$ cat config.mk
export PLATFORM = sky130hd
export DESIGN_NAME = acc_cpu
export DESIGN_NICKNAME = d
export VERILOG_FILES = /design/src/rtl/acc_cpu.sv
export SDC_FILE = /design/constraint.sdc
export NUM_CORES = 1
export LEC_CHECK = 0
export ABC_CLOCK_PERIOD_IN_PS = 6600
export CORE_UTILIZATION = 43
export DETAILED_ROUTE_END_ITERATION = 10
export GPL_ROUTABILITY_DRIVEN = 1
export PLACE_DENSITY_LB_ADDON = 0.08
export SLEW_MARGIN = 15
export SYNTH_ARGS = -nofsm -noshare
export SYNTH_HDL_FRONTEND = slang
export SYNTH_SLANG_ARGS = --single-unit
$ cat constraint.sdc
create_clock -name clk -period 6.6 [get_ports clk]
set_input_delay 1.32 -clock clk [delete_from_list [all_inputs] [get_ports clk]]
set_output_delay 1.32 -clock clk [all_outputs]
set_load 0.02 [all_outputs]
$ cat src/rtl/acc_cpu.sv
// acc_cpu: parametrised 3-cycle accumulator CPU with loadable imem.
// Define ACC_CPU_MUL_EN to make opcode E a multiply; otherwise E is a NOP.
module acc_cpu #(
   parameter int DW = 8,
   parameter int AW = 4
) (
   input  logic          clk,
   input  logic          reset,
   input  logic          wakeup,
   input  logic          prog_we,
   input  logic [AW-1:0] prog_addr,
   input  logic [DW+3:0] prog_data,
   output logic [DW-1:0] acc,
   output logic [AW-1:0] pc,
   output logic          zf,
   output logic          cf,
   output logic          sleeping,
   output logic          halted
);

   localparam int IW = DW + 4;
   localparam int NW = 1 << AW;

   localparam logic [3:0] OP_LDI  = 4'h1;
   localparam logic [3:0] OP_ADD  = 4'h2;
   localparam logic [3:0] OP_SUB  = 4'h3;
   localparam logic [3:0] OP_AND  = 4'h4;
   localparam logic [3:0] OP_OR   = 4'h5;
   localparam logic [3:0] OP_XOR  = 4'h6;
   localparam logic [3:0] OP_XNOR = 4'h7;
   localparam logic [3:0] OP_SLP  = 4'h8;
   localparam logic [3:0] OP_LD   = 4'h9;
   localparam logic [3:0] OP_ST   = 4'hA;
   localparam logic [3:0] OP_JMP  = 4'hB;
   localparam logic [3:0] OP_JZ   = 4'hC;
   localparam logic [3:0] OP_JC   = 4'hD;
`ifdef ACC_CPU_MUL_EN
   localparam logic [3:0] OP_MUL  = 4'hE;
`endif
   localparam logic [3:0] OP_HLT  = 4'hF;

   typedef enum logic [2:0] {
      S_FETCH,
      S_DECODE,
      S_EXEC,
      S_SLEEP,
      S_HALT
   } state_t;

   state_t        state;
   logic [IW-1:0] imem [NW];
   logic [DW-1:0] dmem [NW];
   logic [IW-1:0] ir;
   logic [DW-1:0] mdr;

   logic [3:0]    opc;
   logic [DW-1:0] opnd;
   logic [AW-1:0] addr;
   logic [DW:0]   add_res;
   logic [DW:0]   sub_res;

   logic [DW-1:0] res;
   logic          acc_we;
   logic          cf_we;
   logic          cf_nxt;
   logic          jmp;

   assign opc     = ir[3:0];
   assign opnd    = ir[IW-1:4];
   assign addr    = opnd[AW-1:0];
   assign add_res = {1'b0, acc} + {1'b0, mdr};
   // The top bit of a widened subtract is the unsigned borrow.
   assign sub_res = {1'b0, acc} - {1'b0, mdr};

`ifdef ACC_CPU_MUL_EN
   logic [2*DW-1:0] mul_res;
   assign mul_res = {{DW{1'b0}}, acc} * {{DW{1'b0}}, mdr};
`endif

   always_comb begin
      res    = acc;
      acc_we = 1'b0;
      cf_we  = 1'b0;
      cf_nxt = cf;
      jmp    = 1'b0;
      case (opc)
         OP_LDI:  begin res = opnd; acc_we = 1'b1; end
         OP_ADD:  begin
            res    = add_res[DW-1:0];
            acc_we = 1'b1;
            cf_we  = 1'b1;
            cf_nxt = add_res[DW];
         end
         OP_SUB:  begin
            res    = sub_res[DW-1:0];
            acc_we = 1'b1;
            cf_we  = 1'b1;
            cf_nxt = sub_res[DW];
         end
         OP_AND:  begin res = acc & mdr; acc_we = 1'b1; end
         OP_OR:   begin res = acc | mdr; acc_we = 1'b1; end
         OP_XOR:  begin res = acc ^ mdr; acc_we = 1'b1; end
         OP_XNOR: begin res = ~(acc ^ mdr); acc_we = 1'b1; end
         OP_LD:   begin res = mdr; acc_we = 1'b1; end
         OP_JMP:  jmp = 1'b1;
         OP_JZ:   jmp = zf;
         OP_JC:   jmp = cf;
`ifdef ACC_CPU_MUL_EN
         OP_MUL:  begin
            res    = mul_res[DW-1:0];
            acc_we = 1'b1;
            cf_we  = 1'b1;
            cf_nxt = |mul_res[2*DW-1:DW];
         end
`endif
         default: ;
      endcase
   end

   always_ff @(posedge clk or posedge reset) begin
      if (reset) begin
         state    <= S_FETCH;
         pc       <= '0;
         acc      <= '0;
         zf       <= 1'b0;
         cf       <= 1'b0;
         ir       <= '0;
         mdr      <= '0;
         sleeping <= 1'b0;
         halted   <= 1'b0;
      end else begin
         case (state)
            S_FETCH: begin
               ir    <= imem[pc];
               pc    <= pc + AW'(1);
               state <= S_DECODE;
            end
            S_DECODE: begin
               mdr   <= dmem[addr];
               state <= S_EXEC;
            end
            S_EXEC: begin
               if (acc_we) begin
                  acc <= res;
                  zf  <= (res == '0);
               end
               if (cf_we) cf <= cf_nxt;
               if (jmp) pc <= addr;
               if (opc == OP_SLP) begin
                  state    <= S_SLEEP;
                  sleeping <= 1'b1;
               end else if (opc == OP_HLT) begin
                  state  <= S_HALT;
                  halted <= 1'b1;
               end else begin
                  state <= S_FETCH;
               end
            end
            S_SLEEP: begin
               if (wakeup) begin
                  state    <= S_FETCH;
                  sleeping <= 1'b0;
               end
            end
            S_HALT:  ;
            default: state <= S_FETCH;
         endcase
      end
   end

   // Program loading stays live through reset so a boot loader can hold it.
   always_ff @(posedge clk) begin
      if (prog_we) imem[prog_addr] <= prog_data;
   end

   always_ff @(posedge clk) begin
      if (!reset && state == S_EXEC && opc == OP_ST)
         dmem[addr] <= acc;
   end

endmodule

==> impl_metrics.tcl <==
set metrics [dict create \
    cts_resized 0 \
    worstPathArrival_ps 3860 \
    syn_inst 866 \
    antenna_found_initial 0 \
    worst_pin_slew_ps 1110 \
    setup_tns_ps 0 \
    synth_top_area_cell "edfxtp_1" \
    switchingPower_w 0.00261 \
    synth_edf_count 320 \
    tritoncts "done" \
    maxSlewViolCount 0 \
    grt_max_degree 53 \
    powerDensity_nw_per_um2 442 \
    r2r_slack_ps 2920 \
    synth_top_area_share_pct 61.9 \
    drtIter0Drc 621 \
    worstPathRequired_ps 6780 \
    die_y_um 192 \
    ant_nets 0 \
    r2r_end "dmem[0][2]" \
    clock_path_buffers 3 \
    async_flop_share_pct 10.9 \
    start_util_pct 43.6 \
    coreArea_um2 35600 \
    synthTopCellsByArea "edfxtp_1, mux4_2, dfrtp_1, mux4_1, ha_1" \
    drt_first_pass_iters 5 \
    start_kind "register" \
    seqPwrFrac_pct 38.0 \
    root_buffer "clkbuf_16" \
    critPathKind "register to register" \
    synth.most_common_cell "edfxtp_1" \
    syn_area_um2 15500 \
    power_w 0.00783 \
    dpl.hpwl_mm 22.7 \
    clock-skew-final_ps 27.7 \
    endpoint_kind "register" \
    cts.sinks 359 \
    drt_wl_total_mm 34.7 \
    path_clk_slew_ps 60 \
    groute.usage.overall_pct 19.7 \
    setup_viol 0 \
    fillers 2912 \
    fin_nets 971 \
    clkPwrFrac_pct 27.6 \
    cts_setup_buffers 0 \
    pin_count 36 \
    hp-class "register to register" \
    run_status "finished clean" \
    hold_depth 1 \
    overflow 0 \
    placementRows 69 \
    die-area_um2 36800 \
    r2r_cells 5 \
    num_vias 8086 \
    gp_congestion 0.897 \
    grt_pass1_wl_mm 52.5 \
    syn_nets 914 \
    p_leak_nw 5.99 \
    synth_cell_types 65 \
    cap_violations 0 \
    crit_fanout 30 \
    syn_avg_cell_area_um2 17.9 \
    ys_ff_latch 359 \
    die_x_um 192 \
    period_share_pct 55.8 \
    synthFlopType "edfxtp_1" \
    p_int_w 0.00522 \
    syn2layout_area_growth_pct 14.2 \
    yosysWarnings 0 \
    r2r-start "ir[0]" \
    port_buffers 35 \
    fmax_ghz 0.272 \
    wire_per_inst_um 24.6 \
    rsz0062_at_grt "no" \
    ir_drop_mv 0.193 \
    final-hold-violation-count 0 \
    combPwrFrac_pct 34.4 \
    antennaDiodeCount 0 \
    htreeDepth 2 \
    hold_path_end "halted" \
    drive_gt1_share_pct 20.9 \
    avgViaCountPerCell 5.73 \
    cts_hold_buf 0 \
    switching_share_pct 33.3 \
    yosysSeqAreaShare_pct 68.2 \
    grt_pass1_vias 8294 \
    insertion_delay_ps 560 \
    holdCritStartpoint "halted" \
    fin_crit_ps 3680 \
    numCtsBuffers 39 \
    synth_commonest_cells "edfxtp_1, mux4_2, nor2_1" \
    relSlewSlack_pct 25.5 \
    route.detailed.drc 0 \
]
==> placed cells by master (no fill, tap or decap), types with 7 or more instances in the layout <==
| cell type | n |
|---|---|
| edfxtp_1 | 320 |
| mux4_2 | 70 |
| nor2_1 | 53 |
| clkbuf_16 | 39 |
| dfrtp_1 | 36 |
| clkdlybuf4s50_1 | 35 |
| mux4_1 | 30 |
| inv_1 | 30 |
| nand2_1 | 30 |
| o21ai_0 | 29 |
| buf_4 | 28 |
| ha_1 | 26 |
| a21oi_1 | 25 |
| mux2_2 | 13 |
| nand2b_1 | 12 |
| nand3_1 | 10 |
| nor3_1 | 8 |
| a22oi_1 | 8 |
| clkinv_1 | 7 |
| mux2i_1 | 7 |
| clkinv_2 | 7 |
==> metrics by stage <==
stage	instance area, um2	utilization, %	std cells	hold slack, ps	worst slack (ps)
6_report	17700	49.8	1411	489	2920
5_1_grt	17700	49.8	1411	536	2660
4_1_cts	17700	49.8	1411	495	2920
3_5_place_dp	16400	46.2	1343	481	2400
3_3_place_gp	16400	46.2	1343	468	2520
2_1_floorplan	15500	-	866	468	3510
==> layout make-up <==
| cell class | instances | area (um2) | share of cell area [%] |
|---|---|---|---|
| Timing Repair Buffer | 63 | 561 | 3.16 |
| Clock buffer | 43 | 991 | 5.59 |
| Tap cell | 461 | 577 | 3.25 |
| Multi-Input combinational cell | 428 | 4610 | 26.0 |
| Clock inverter | 25 | 280 | 1.58 |
| Sequential cell | 359 | 10600 | 59.7 |
| Inverter | 32 | 120 | 0.678 |
==> how the worst max path moves through the flow <==
| stage | startpoint | endpoint | slack [ps] | depth (start not counted) |
|---|---|---|---|---|
| 2_1_floorplan | prog_addr[2] | imem[0][0] | 3510 | 2 |
| 3_3_place_gp | reset | dmem[0][7] | 2520 | 4 |
| 3_5_place_dp | reset | dmem[0][4] | 2400 | 4 |
| 4_1_cts | ir[0] | dmem[3][7] | 2920 | 5 |
| 5_1_grt | ir[0] | dmem[1][1] | 2660 | 5 |
| 6_report | ir[0] | dmem[0][2] | 2920 | 5 |
==> power by group through the flow <==
stage | Combinational (W) | Clock (W) | Sequential, W
2_1_floorplan | 0.00197 | 0 | 0.00292
3_3_place_gp | 0.00267 | 0 | 0.00302
3_5_place_dp | 0.00271 | 0 | 0.00303
4_1_cts | 0.00271 | 0.00220 | 0.00298
5_1_grt | 0.00290 | 0.00228 | 0.00301
6_report | 0.00269 | 0.00216 | 0.00298
==> state kept, by name (all words and copies together), names as in the netlist <==
| register | count |
|---|---|
| pc | 4 |
| acc | 8 |
| dmem | 128 |
| cf | 1 |
| sleeping | 1 |
| mdr | 8 |
| zf | 1 |
| state | 3 |
| halted | 1 |
| ir | 12 |
| imem | 192 |
==> critical path, cell delays in order (launching register included) <==
cell	delay (ps)
dfrtp_1	730
inv_1	520
nand2_1	130
nor3_1	590
or3b_1	500
nor3_1	820
==> cells by family (layout without fill, tap and decap cells) <==
logic type | Yosys count | in the layout | synth area share, %
multiplexers | 126 | 126 | 17.2
buffers and inverters | 79 | 163 | 2.44
flip-flops | 359 | 359 | 68.2
XOR/XNOR | 1 | 1 | 0.0565
AO/OA/AOI/OAI | 108 | 108 | 4.51
adder cells (fa/ha/maj) | 28 | 28 | 2.35
AND/OR/NAND/NOR | 165 | 165 | 5.19
==> routing by layer <==
metal,share of wire [%],track usage (%),vias to the layer above
li1,-,-,3610
met1,43,26.9,4190
met2,50,32.5,245
met3,4.5,3.11,41
met4,2.3,6.35,0
met5,0,0,-
Note: power is estimated with default switching activity, not from simulation.
==> variant 1, RTL diff (config.mk and constraints unchanged) <==
The option `ACC_CPU_MUL_EN` is turned on by a define.
--- a/src/rtl/acc_cpu.sv
+++ b/src/rtl/acc_cpu.sv
@@ -1,5 +1,7 @@
 // acc_cpu: parametrised 3-cycle accumulator CPU with loadable imem.
 // Define ACC_CPU_MUL_EN to make opcode E a multiply; otherwise E is a NOP.
+`define ACC_CPU_MUL_EN
+
 module acc_cpu #(
    parameter int DW = 8,
    parameter int AW = 4
Function: changed (a bounded check fails within 4 cycles, from zero or initial values and one cycle with reset high).
==> variant 1 against the original RTL <==
Routed wire length rose by 22%. Synthesized area is 12% higher. Setup slack got worse by 1.3 ns. Sequential cell count did not move. Design area grew 11%. First-iteration DRC count increased by 8.4%. Die area increased by 12%.
Power is not compared: it rests on default switching activity, and its combinational part moved more than twofold at a synthesized area within 25%.
==> variant 1: results (changes against the original RTL) <==
metric	value	unit	change
nets	1302		+34%
wl_met1	18500	um	+23%
vias	9707		+20%
wl_met2	21200	um	+23%
hp-start	ir[11]$_DFFE_PP0P_		
n_all_buffers	71		+13%
postSynthAreaPerCell	15.6	sq um	-13%
grt_use_total	21.4	%	+1.7 points
dpl_cell_area	0.0185	sq mm	+12%
n_fill_cell	3460		+19%
status	completed		
min_to	ir[11]$_DFFE_PP0P_		
nonClkBufAreaFrac	3.16	%	about the same
drt-total-wl	42400	um	+22%
nNonClkInverters	85		+170%
r2r_end	cf$_DFFE_PP0P_		
r2r_cells	16		+11
ff2ff_setup_slack	1.60	ns	-1.32 ns
cp_max_fo	22		-27%
whs	0.519	ns	+0.0293 ns
grt_first_pass_wirelength	65000	um	+24%
yosysSeqAreaShare	60.8	%	-7.4 points
routedWlPerCell	24.4	um	-0.69%
num_rows	73		+5.8%
drt_iter0_markers	673		+8.4%
grt_pass1_vias	10122		+22%
cpMaxStageDelayCell	dfrtp_1		
wl_met3	1920	um	+24%
synthTopCellsByCount	edfxtp_1, mux4_2, nor2_1, inv_1, nand2_1		
place_congestion	0.883		-1.6%
finalClockSkew	0.0367	ns	+0.00895 ns
syn_nets	1239		+36%
==> variant 1: cell count changes in the layout (fill, tap and decap cells not counted), moves of 33 or more <==
| cell | change |
|---|---|
| inv_1 | +51 |
| nand2_1 | +33 |
| ha_1 | +35 |
| nor2_1 | +40 |
| fa_1 | +36 |
==> variant 1: where the power goes <==
part	total, mW	internal (mW)	leakage [nW]	switching [mW]
Sequential	3.13	2.74	3.34	0.397
Clock	2.02	1.12	0.567	0.900
Combinational	5.88	2.61	2.99	3.27
Total	11.0	6.47	6.89	4.57
==> variant 1: how the worst max path moves through the flow <==
stage / startpoint / to / slack (ns) / cells past startpoint
3_5_place_dp: acc[0]$_DFFE_PP0P_ / cf$_DFFE_PP0P_ / 1.64 / 16
5_1_grt: acc[0]$_DFFE_PP0P_ / cf$_DFFE_PP0P_ / 1.23 / 16
4_1_cts: acc[0]$_DFFE_PP0P_ / cf$_DFFE_PP0P_ / 1.62 / 16
6_report: acc[0]$_DFFE_PP0P_ / cf$_DFFE_PP0P_ / 1.60 / 16
2_1_floorplan: acc[3]$_DFFE_PP0P_ / cf$_DFFE_PP0P_ / 2.03 / 17
3_3_place_gp: acc[0]$_DFFE_PP0P_ / cf$_DFFE_PP0P_ / 1.73 / 16
==> variant 1: cells by family (layout without fill, tap and decap cells) <==
| logic type | Yosys count | count (layout) | synth area share, % |
|---|---|---|---|
| flops | 359 | 359 | 60.8 |
| xor+xnor | 10 | 10 | 0.503 |
| simple gates | 251 | 251 | 6.83 |
| mux | 121 | 121 | 14.2 |
| compound gates | 146 | 146 | 5.61 |
| fa+ha+maj | 99 | 99 | 8.75 |
| buf+inv | 134 | 226 | 3.29 |
==> variant 2, RTL diff (same settings) <==
Without the edit above. Register the output `sleeping` once more, without a reset; this adds one clock of latency there. The other outputs are not delayed to match.
--- a/src/rtl/acc_cpu.sv
+++ b/src/rtl/acc_cpu.sv
@@ -46,6 +46,8 @@
       S_SLEEP,
       S_HALT
    } state_t;
+
+   logic sleeping_s0;
 
    state_t        state;
    logic [IW-1:0] imem [NW];
@@ -126,7 +128,7 @@
          cf       <= 1'b0;
          ir       <= '0;
          mdr      <= '0;
-         sleeping <= 1'b0;
+         sleeping_s0 <= 1'b0;
          halted   <= 1'b0;
       end else begin
          case (state)
@@ -148,7 +150,7 @@
                if (jmp) pc <= addr;
                if (opc == OP_SLP) begin
                   state    <= S_SLEEP;
-                  sleeping <= 1'b1;
+                  sleeping_s0 <= 1'b1;
                end else if (opc == OP_HLT) begin
                   state  <= S_HALT;
                   halted <= 1'b1;
@@ -159,7 +161,7 @@
             S_SLEEP: begin
                if (wakeup) begin
                   state    <= S_FETCH;
-                  sleeping <= 1'b0;
+                  sleeping_s0 <= 1'b0;
                end
             end
             S_HALT:  ;
@@ -178,5 +180,9 @@
          dmem[addr] <= acc;
    end
 
+   always_ff @(posedge clk) begin
+      sleeping <= sleeping_s0;
+   end
+
 endmodule
 
Function: changed (a bounded check fails within 4 cycles, from zero or initial values and one cycle with reset high).
==> variant 2 against the original RTL <==
Core utilization decreased by 0.24 points. Sequential cell count increased by 1. Synthesized area increased by 0.13%. Via count decreased by 0.67%. Setup slack improved by 0.0022 ns. Critical endpoint is now dmem[0][7]$_DFFE_PP_. Highest routed layer unchanged. Critical path depth unchanged. Routed wire length increased by 2.9%. Design area decreased by 0.47%. Power about the same. Sequential share of layout area increased by 0.40 points.
==> variant 2: results (changes against the original RTL) <==
metric	value	unit	change
status	completed		
dpl_cell_area	0.0163	sq mm	-0.47%
yosysUniqueCellTypes	66		+1.5%
grt_pass1_vias	8387		+1.1%
antennaDiodeCount	0		unchanged
period_share	55.7	%	about the same
critPathArrivalTime	3.84	ns	-0.02 ns
pre_cts_ws	2.50	ns	+0.0953 ns
place_congestion	0.897		about the same
p_leak	5.92	nW	-1.0%
finalClockSkew	0.0160	ns	-0.0117 ns
async_flop_share	10.8	%	-0.030 points
grt_first_pass_wirelength	53700	um	+2.3%
nets	960		-1.1%
ff2ff_setup_slack	2.92	ns	about the same
grt_max_degree	54		+1.9%
cts_buffers	40		+2.6%
routedWlPerCell	25.4	um	+3.5%
synthTopCellsByArea	edfxtp_1, mux4_2, dfrtp_1, mux4_1, ha_1		
grt_antenna_before_repair	0		unchanged
hp-start	sleeping_s0$_DFFE_PP0P_		
slew_headroom	19.4	%	-6.1 points
yosysSeqAreaShare	68.3	%	about the same
vias	8032		-0.67%
holdPathStages	0		-1
crit_end	dmem[0][7]$_DFFE_PP_		
synthMuxAreaShare	17.2	%	-0.022 points
port_buffers	35		unchanged
synth_xor_area_share	0.0564	%	-0.000073 points
hpwl	23500	um	+3.6%
synth_compound_area_share	4.50	%	-0.0058 points
grt_use_total	20.3	%	+0.52 points
drt_iter0_markers	573		-7.7%
[variant 2: changes by cell type after synthesis, sizes merged]
| cell | change |
|---|---|
| dfxtp | +1 |
[variant 2: layout make-up]
cell class / count / area (sq um) / share of cell area, %
sequential: 360 / 10600 / 60.1
clock inverter: 23 / 191 / 1.09
clock buffer: 48 / 1080 / 6.14
tap: 461 / 577 / 3.27
inverter: 32 / 120 / 0.681
multi-input combinational: 428 / 4600 / 26.1
timing repair buffer: 50 / 463 / 2.62
[variant 2: kinds of logic (layout without fill, tap and decap cells)]
group,after synthesis,in the layout
multiplexers,126,126
flip-flops,360,360
AND/OR/NAND/NOR,165,165
XOR/XNOR,1,1
AO/OA/AOI/OAI,108,108
buffers and inverters,79,153
adder cells (fa/ha/maj),28,28
[variant 2: per-layer routing]
metal  vias to the layer above  share of wire (%)  GRT usage [%]
li1                       3594                  -              -
met3                        57                3.9           3.05
met5                         -                  0              0
met4                         0                2.2           6.27
met2                       216                 51           34.5
met1                      4165                 43           26.8
[variant 2: worst max-delay path, stage by stage, from the launching register on]
cell	delay [ns]
dfrtp_1	0.72
inv_1	0.52
nand2_1	0.14
nor3_1	0.55
or3b_1	0.53
nor3_1	0.82
[variant 2: through the flow]
stage | hold WS (ns) | instances
floorplan | 0.368 | 867
global placement | 0.456 | 1331
detailed placement | 0.444 | 1331
CTS | 0.459 | 1402
global route | 0.487 | 1402
finish | 0.446 | 1402
[variant 2: power groups by stage]
stage                     clock (mW)  sequential, mW  combinational, mW
after floorplan                    0            2.94               1.97
after global placement             0            3.04               2.68
after detailed placement           0            3.05               2.71
after CTS                       2.19            3.01               2.72
after global routing            2.27            3.03               2.88
final                           2.15            3.00               2.68
